**config.mk**
```make
export PLATFORM = sky130hd
export DESIGN_NAME = line_window_3x3
export DESIGN_NICKNAME = d
export VERILOG_FILES = /design/src/rtl/line_window_3x3.sv
export SDC_FILE = /design/constraint.sdc
export NUM_CORES = 1
export LEC_CHECK = 0
export ABC_CLOCK_PERIOD_IN_PS = 3900
export BUFFER_PORTS_ARGS = -buffer_cell sky130_fd_sc_hd__buf_2
export CAP_MARGIN = 20
export CORE_ASPECT_RATIO = 1.25
export CORE_UTILIZATION = 50
export CTS_BUF_LIST = sky130_fd_sc_hd__clkbuf_4 sky130_fd_sc_hd__clkbuf_8
export CTS_CLUSTER_SIZE = 30
export DETAILED_ROUTE_END_ITERATION = 16
export GPL_TIMING_DRIVEN = 0
export PLACE_DENSITY = 0.75
export SETUP_SLACK_MARGIN = 0.5
export SYNTH_ARGS = -nofsm -noshare
export SYNTH_HDL_FRONTEND = slang
export SYNTH_SLANG_ARGS = --single-unit
```
**constraint.sdc**
```tcl
create_clock -name clk -period 3.9 [get_ports clk]
set_clock_uncertainty 0.2 [all_clocks]
set_input_delay 0.39 -clock clk [delete_from_list [all_inputs] [get_ports clk]]
set_output_delay 0.39 -clock clk [all_outputs]
set_load 0.05 [all_outputs]
```
**src/rtl/line_window_3x3.sv**
```systemverilog
// Raster pixel stream to 3x3 neighbourhood windows through two line buffers.
// Optional in_sof framing input is enabled by defining LINE_WINDOW_SOF_EN.
module line_window_3x3 #(
   parameter int DATA_W       = 8,
   parameter int LINE_WIDTH   = 72,
   parameter int FRAME_HEIGHT = 72,
   parameter int COL_W        = 7
) (
   input  logic                clk,
   input  logic                reset,
   input  logic                in_valid,
   output logic                in_ready,
   input  logic [DATA_W-1:0]   in_pixel,
`ifdef LINE_WINDOW_SOF_EN
   input  logic                in_sof,
`endif
   output logic                out_valid,
   input  logic                out_ready,
   output logic [9*DATA_W-1:0] out_win,
   output logic [COL_W-1:0]    out_col,
   output logic [COL_W-1:0]    out_row,
   output logic                out_last
);

   typedef enum logic {FILL, RUN} state_t;

   localparam int AW = (LINE_WIDTH > 1) ? $clog2(LINE_WIDTH) : 1;
   localparam logic [COL_W-1:0] COL_MAX = COL_W'(LINE_WIDTH - 1);
   localparam logic [COL_W-1:0] ROW_MAX = COL_W'(FRAME_HEIGHT - 1);
   localparam logic [COL_W-1:0] TWO     = COL_W'(2);
   localparam logic [COL_W-1:0] ONE     = COL_W'(1);

   logic [DATA_W-1:0]   lb0 [LINE_WIDTH];
   logic [DATA_W-1:0]   lb1 [LINE_WIDTH];
   logic [DATA_W-1:0]   rd0, rd1, s1_pixel;
   logic [COL_W-1:0]    col, row, cur_col, cur_row;
   logic [COL_W-1:0]    s1_col, s1_row;
   logic                s1_full, s1_emit, s1_last;
   logic                s1_adv, in_xfer, sof;
   logic [9*DATA_W-1:0] win_next;
   state_t              state, st_now;

`ifdef LINE_WINDOW_SOF_EN
   assign sof = in_sof;
`else
   assign sof = 1'b0;
`endif

   assign s1_adv   = s1_full & (~out_valid | out_ready);
   assign in_ready = ~reset & (~s1_full | s1_adv);
   assign in_xfer  = in_valid & in_ready;

   // A start-of-frame pixel is placed at (0,0) regardless of the counters
   assign cur_col = sof ? '0 : col;
   assign cur_row = sof ? '0 : row;

   always_comb begin
      st_now = state;
      if (sof)
         st_now = FILL;
      else if (row == TWO && col == '0)
         st_now = RUN;
   end

   always_ff @(posedge clk) begin
      if (reset) begin
         col      <= '0;
         row      <= '0;
         state    <= FILL;
         s1_full  <= 1'b0;
         s1_emit  <= 1'b0;
         s1_last  <= 1'b0;
         s1_pixel <= '0;
         s1_col   <= '0;
         s1_row   <= '0;
      end else begin
         if (in_xfer) begin
            s1_full  <= 1'b1;
            s1_pixel <= in_pixel;
            s1_col   <= cur_col;
            s1_row   <= cur_row;
            s1_emit  <= (st_now == RUN) && (cur_col >= TWO);
            s1_last  <= (cur_row == ROW_MAX) && (cur_col == COL_MAX);
            if (cur_col == COL_MAX) begin
               col <= '0;
               row <= (cur_row == ROW_MAX) ? '0 : cur_row + ONE;
            end else begin
               col <= cur_col + ONE;
               row <= cur_row;
            end
            if (cur_row == ROW_MAX && cur_col == COL_MAX)
               state <= FILL;
            else
               state <= st_now;
         end else if (s1_adv) begin
            s1_full <= 1'b0;
         end
      end
   end

   // Line buffers: read old row data at stage 0, cascade-write at stage 1
   always_ff @(posedge clk) begin
      if (in_xfer) begin
         rd0 <= lb0[cur_col[AW-1:0]];
         rd1 <= lb1[cur_col[AW-1:0]];
      end
      if (s1_adv) begin
         lb0[s1_col[AW-1:0]] <= s1_pixel;
         lb1[s1_col[AW-1:0]] <= rd0;
      end
   end

   always_comb begin
      win_next = out_win;
      for (int r = 0; r < 3; r++) begin
         win_next[DATA_W*(3*r) +: DATA_W]   = out_win[DATA_W*(3*r+1) +: DATA_W];
         win_next[DATA_W*(3*r+1) +: DATA_W] = out_win[DATA_W*(3*r+2) +: DATA_W];
      end
      win_next[DATA_W*2 +: DATA_W] = rd1;
      win_next[DATA_W*5 +: DATA_W] = rd0;
      win_next[DATA_W*8 +: DATA_W] = s1_pixel;
   end

   always_ff @(posedge clk) begin
      if (reset) begin
         out_valid <= 1'b0;
         out_last  <= 1'b0;
         out_win   <= '0;
         out_col   <= '0;
         out_row   <= '0;
      end else if (s1_adv) begin
         out_valid <= s1_emit;
         out_last  <= s1_emit & s1_last;
         out_win   <= win_next;
         out_col   <= s1_col - ONE;
         out_row   <= s1_row - ONE;
      end else if (out_ready) begin
         out_valid <= 1'b0;
         out_last  <= 1'b0;
      end
   end

endmodule

```
* Word level (Yosys, flattened, before mapping)
Memory sizes are Yosys's and may differ from the RTL's. A register that Yosys moved wholly into a read port is not among the register bits. Index checks and enable logic that the tools add are counted. Widths: inputs -> output; s select.
Word-level totals: bits in writable memories 1152, register bits after elaboration 128, bits of input ports 12, memories 2, logic and storage cells 51
Operators by class: $add $sub $neg 4, reduce and logical (&&, ||, !) cells 7, $lt $le $gt $ge 1, bitwise gates (word level) 9, muxes and demuxes 11, equality and inequality tests 3
Memory list:
- lb0 | words 72, bits a word 8, read ports 1, clocked after Yosys merged registers in 1, write ports 1, RTL line 33 | logic [DATA_W-1:0] lb0 [LINE_WIDTH];
- lb1 | words 72, bits a word 8, read ports 1, clocked after Yosys merged registers in 1, write ports 1, RTL line 34 | logic [DATA_W-1:0] lb1 [LINE_WIDTH];
Operators with widths (number):
- $add 7x1->7 const B | 2
- $eq 7x7->1 const B | 2
- $mux 7 | 2
- $sub 7x1->7 const B | 2
- $mux 1 | 9
- $eq 7x2->1 const B | 1
- $ge 7x2->1 const B | 1
- $logic_not 7->1 | 1
- $and 1x1->1 | 4
- $reduce_bool 2->1 | 2
- $logic_and 1x1->1 | 3
- $not 1->1 | 3
- $or 1x1->1 | 2
- $reduce_and 2->1 | 1

* Depth between registers and ports, before layout
depth in word-level cells 7, gate-level depth with buffers 12

* Worst setup path after synthesis
No wires, ideal clock.
path kind reg2reg, start point reg out_valid, end point mem lb0[45][0] (enable), data arrival time 2.275 ns, setup time 0.389 ns, path slack 1.036 ns, cell stages (with the launch flop) 7, cells stage by stage dfxtp_1 nand2b_1 and2_1 clkbuf_1 clkbuf_1 nand4_1 nor2_1
On the way: longest elaborated chain between the ends 5
RTL lines:
- start: declaration | RTL line 17 | output logic out_valid,
- start signal: assignment | RTL line 132 | out_valid <= s1_emit;
- $not 1->1 | RTL line 49 | assign s1_adv = s1_full & (~out_valid | out_ready);
- $or 1x1->1 | RTL line 49
- $and 1x1->1 | RTL line 49
- $mux 1 | RTL line 107 | if (s1_adv) begin
- $mux 1 (implied by the code) | RTL line 108 | lb0[s1_col[AW-1:0]] <= s1_pixel;
- end: declaration | RTL line 33
No other way between the ends.

==> results.md <==
* Initial antenna violation count at 2
* Crit path capture type: flop
* CTS buffer count at 179
* Vias in the first global route at 27.5k
* Routability cong. at between 0.9 and 1
* Final Max Slew Viols at 0
* FF-to-FF End: rd1[2]
* Placed cells at slightly above 4k
* Crit Path Category: reg -> reg
* Post-synth EDFFs at around 1.2k
* # DRC at 0
* DR WL/cell at roughly 27 um
* DR vias at around 27k
* Die Wd at roughly 280 um
* Cell mode on critical path: buf_2
* Ordered cell list for the critical path: buf_2, buf_2, nor2_1, clkbuf_2, a2111oi_1, nor4b_4, o211ai_1
* Top cells by area, synth: edfxtp_1, mux4_2, dfxtp_1
* Grt total ovfl at 0
* Least-Margin Pin Slew at around 1.3 ns
* Clock tree from TritonCTS: built
* Synthesis-to-layout area growth at 15.1%
* Status: finished, final reports clean
* TNS Setup at 0 ns
* Crit Path Max Fanout at 10
* Slowest-stage cell, CP: a2111oi_1
* Drt first pass iters at 6
* Syn Nets at 2708
* Crit path largest cell delay at about 0.67 ns
* Clock Sinks at ~1.3k
* # fillers at about 7k
* Post-layout nets at approximately 3.1k
* Syn Area/Cell at 18.5 um^2
* Register area share after synthesis at between 70% and 80%
* Core footprint at 0.0980 mm^2
* Post-Syn Area at between 0.04 and 0.05 mm^2
* Yosys top cell by area: edfxtp_1
* #FFs+latches synth at roughly 1.3k
* Vias per cell at between 6 and 7
* Initial drt markers at between 3k and 4k
* Hold slack at between 0.08 and 0.09 ns
* Clock root cell: clkbuf_8
* Ys Warns at 0
* Hold WC Path Type: in -> reg
* Hpwl dp at around 83000 um
* Worst hold path startpoint: in_pixel[4]
* Final WL at 122000 um
* Yosys cell types at between 50 and 60
* IO Port Bufs at between 90 and 100
* Max clock buf depth at 3
* Setup crit start kind: flop
* Row cnt at between 100 and 150
* Buffers plus inverters on the worst setup path at 3
* Top Family by Delay on Critical Path: buffers and inverters
* Synth top area share at 70.6%
* Max Cap Viol at 0
* First-pass GRT wire length at 179000 um
* Starting Density at between 50% and 60%
* Critical Path RT at about 4.3 ns
* Layout cells sized above 1 at between 20% and 30%
* Setup ws final at 0.288 ns
* CP arrival at approximately 4 ns
* Lkg Pwr at ~18 nW
* Relative slew slack at 15.3%
* Endpoints failing hold at 0
* Die Footprint at between 0.1 and 0.15 mm^2
* Main synth FF type: edfxtp_1
* WHS Endpoint: s1_pixel[4]
* Post-synthesis instance total at 2689
* Hold path depth at 4
* F_max at between 0.2 and 0.3 GHz
* R2R depth at 7
* Worst VDD drop at 340 uV
* R2R Path Start: col[3]
* Final Cycle Share at between 90 and 100%
* Antenna-violating nets left at 0
* Setup violators final at 0
* Tmin final at about 3.6 ns
* # H-tree levels at 4
* Gr usage total at 24.4%
* Reg clk slew, reported paths at about 0.070 ns
* Pin count of the biggest net entering global routing at 75
* DP Worst Slack at -0.226 ns
* Non-Filler Instances at approximately 4.5k
* Clk_lat worst skew at 0.88 ns
* Die height at 354 um
* Async SR Flop Fraction at 0%
* RSZ-0062 raised after global routing: yes
* Flop-to-flop setup slack at about 0.29 ns
* IO Pins at between 100 and 150
* Power Dens Cells at roughly 480 mW/mm^2
## state kept, by name, summed over array words and instances, names as in the netlist
register / flops
s1_last: 1
s1_full: 1
out_row: 7
col: 7
s1_pixel: 8
s1_row: 7
rd0: 8
cur_row: 7
s1_col: 7
lb0: 576
out_col: 7
rd1: 8
out_last: 1
out_win: 72
s1_emit: 1
state: 1
lb1: 576
out_valid: 1
## placed cells by master, fill, tap and decap left out, drive strengths merged, types with 6 or more instances in the layout
cell type | synthesis | layout
edfxtp | 1168 | 1168
clkbuf | 69 | 300
buf | 92 | 263
nand2 | 256 | 256
mux4 | 207 | 207
mux2i | 161 | 161
dfxtp | 128 | 128
nor2 | 111 | 111
a21oi | 96 | 96
o22ai | 81 | 81
clkinv | 1 | 79
o211ai | 30 | 30
inv | 13 | 24
o21ai | 22 | 22
nor3 | 19 | 19
a2111oi | 18 | 18
dlygate4sd3 | 0 | 17
or3 | 16 | 16
mux2 | 16 | 16
nor4b | 16 | 16
and3 | 15 | 15
a22oi | 15 | 15
o221ai | 15 | 15
xnor2 | 15 | 15
o22a | 14 | 14
a211oi | 14 | 14
nand3 | 10 | 10
nor2b | 8 | 8
ha | 7 | 7
bufinv | 0 | 7
nand2b | 6 | 6
## worst max-delay path by stage
stage	startpoint	to	cells past startpoint
final	col[3]	rd1[2]	7
after global routing	col[1]	rd1[2]	9
after CTS	col[1]	rd1[2]	8
after detailed placement	out_ready	lb0[21][3]	7
after global placement	out_ready	lb0[71][4]	7
after floorplan	out_valid	lb0[45][0]	6
## cell families after synthesis
| logic type | share of synthesized area (%) |
|---|---|
| mux | 13.0 |
| simple gates | 4.73 |
| fa+ha+maj | 0.176 |
| flops | 75.7 |
| buf+inv | 1.88 |
| compound gates | 4.12 |
| xor+xnor | 0.353 |
## metrics by stage
stage	utilization, %	cell area, um^2	total power [mW]
after floorplan	-	49700	16.6
after global placement	52.9	51800	17.2
after detailed placement	54.2	53100	17.3
after CTS	58.3	57100	27.6
after global routing	58.4	57200	28.2
final	58.4	57200	27.5
## routing by layer
metal / global-route usage (%) / wire length (um)
met1: 30.7 / 44500
met2: 40.9 / 61700
met3: 4.61 / 10100
met4: 11.9 / 5440
met5: 0 / 0
## cells in the mapped netlist (16+ instances only)
cell / count
a21oi_1: 96
buf_2: 49
buf_4: 17
buf_6: 20
clkbuf_1: 69
dfxtp_1: 128
edfxtp_1: 1168
mux2_2: 16
mux2i_1: 161
mux4_2: 207
nand2_1: 256
nor2_1: 110
nor3_1: 19
nor4b_2: 16
o211ai_1: 30
o21ai_0: 22
o22ai_1: 81
or3_1: 16
## report_power, final
| part | internal (mW) | total [mW] | switching [mW] |
|---|---|---|---|
| logic | 0.668 | 1.67 | 0.999 |
| clock network | 5.36 | 10.4 | 5.03 |
| registers | 15.2 | 15.4 | 0.171 |
| total | 21.3 | 27.5 | 6.20 |
## layout make-up
type / count / area [um^2] / share of cell area (%)
plain buffers: 161 / 907 / 1.59
repair buffers: 192 / 1850 / 3.24
flip-flops and latches: 1296 / 37700 / 65.8
inverters: 14 / 52.6 / 0.0919
clock buffers: 227 / 2890 / 5.05
clock inverters: 98 / 671 / 1.17
diodes: 1 / 2.50 / 0.00437
multi-input cells: 1218 / 11600 / 20.2
well taps: 1300 / 1630 / 2.84
## what timing repair did
item                                   CTS  global route
setup endpoints to repair              467           178
endpoints found under the hold margin   47             0
gates resized for setup                 50            17
setup buffers                            7             0
hold buffers                            17             0
pin swaps                                7             2
## worst register-to-register path, cell delays in order, from the launching register on
cell	delay, ns
dfxtp_1	0.38
buf_2	0.25
buf_2	0.42
nor2_1	0.28
clkbuf_2	0.38
a2111oi_1	0.68
nor4b_4	0.51
o211ai_1	0.23
(Power assumes the default switching activity.)
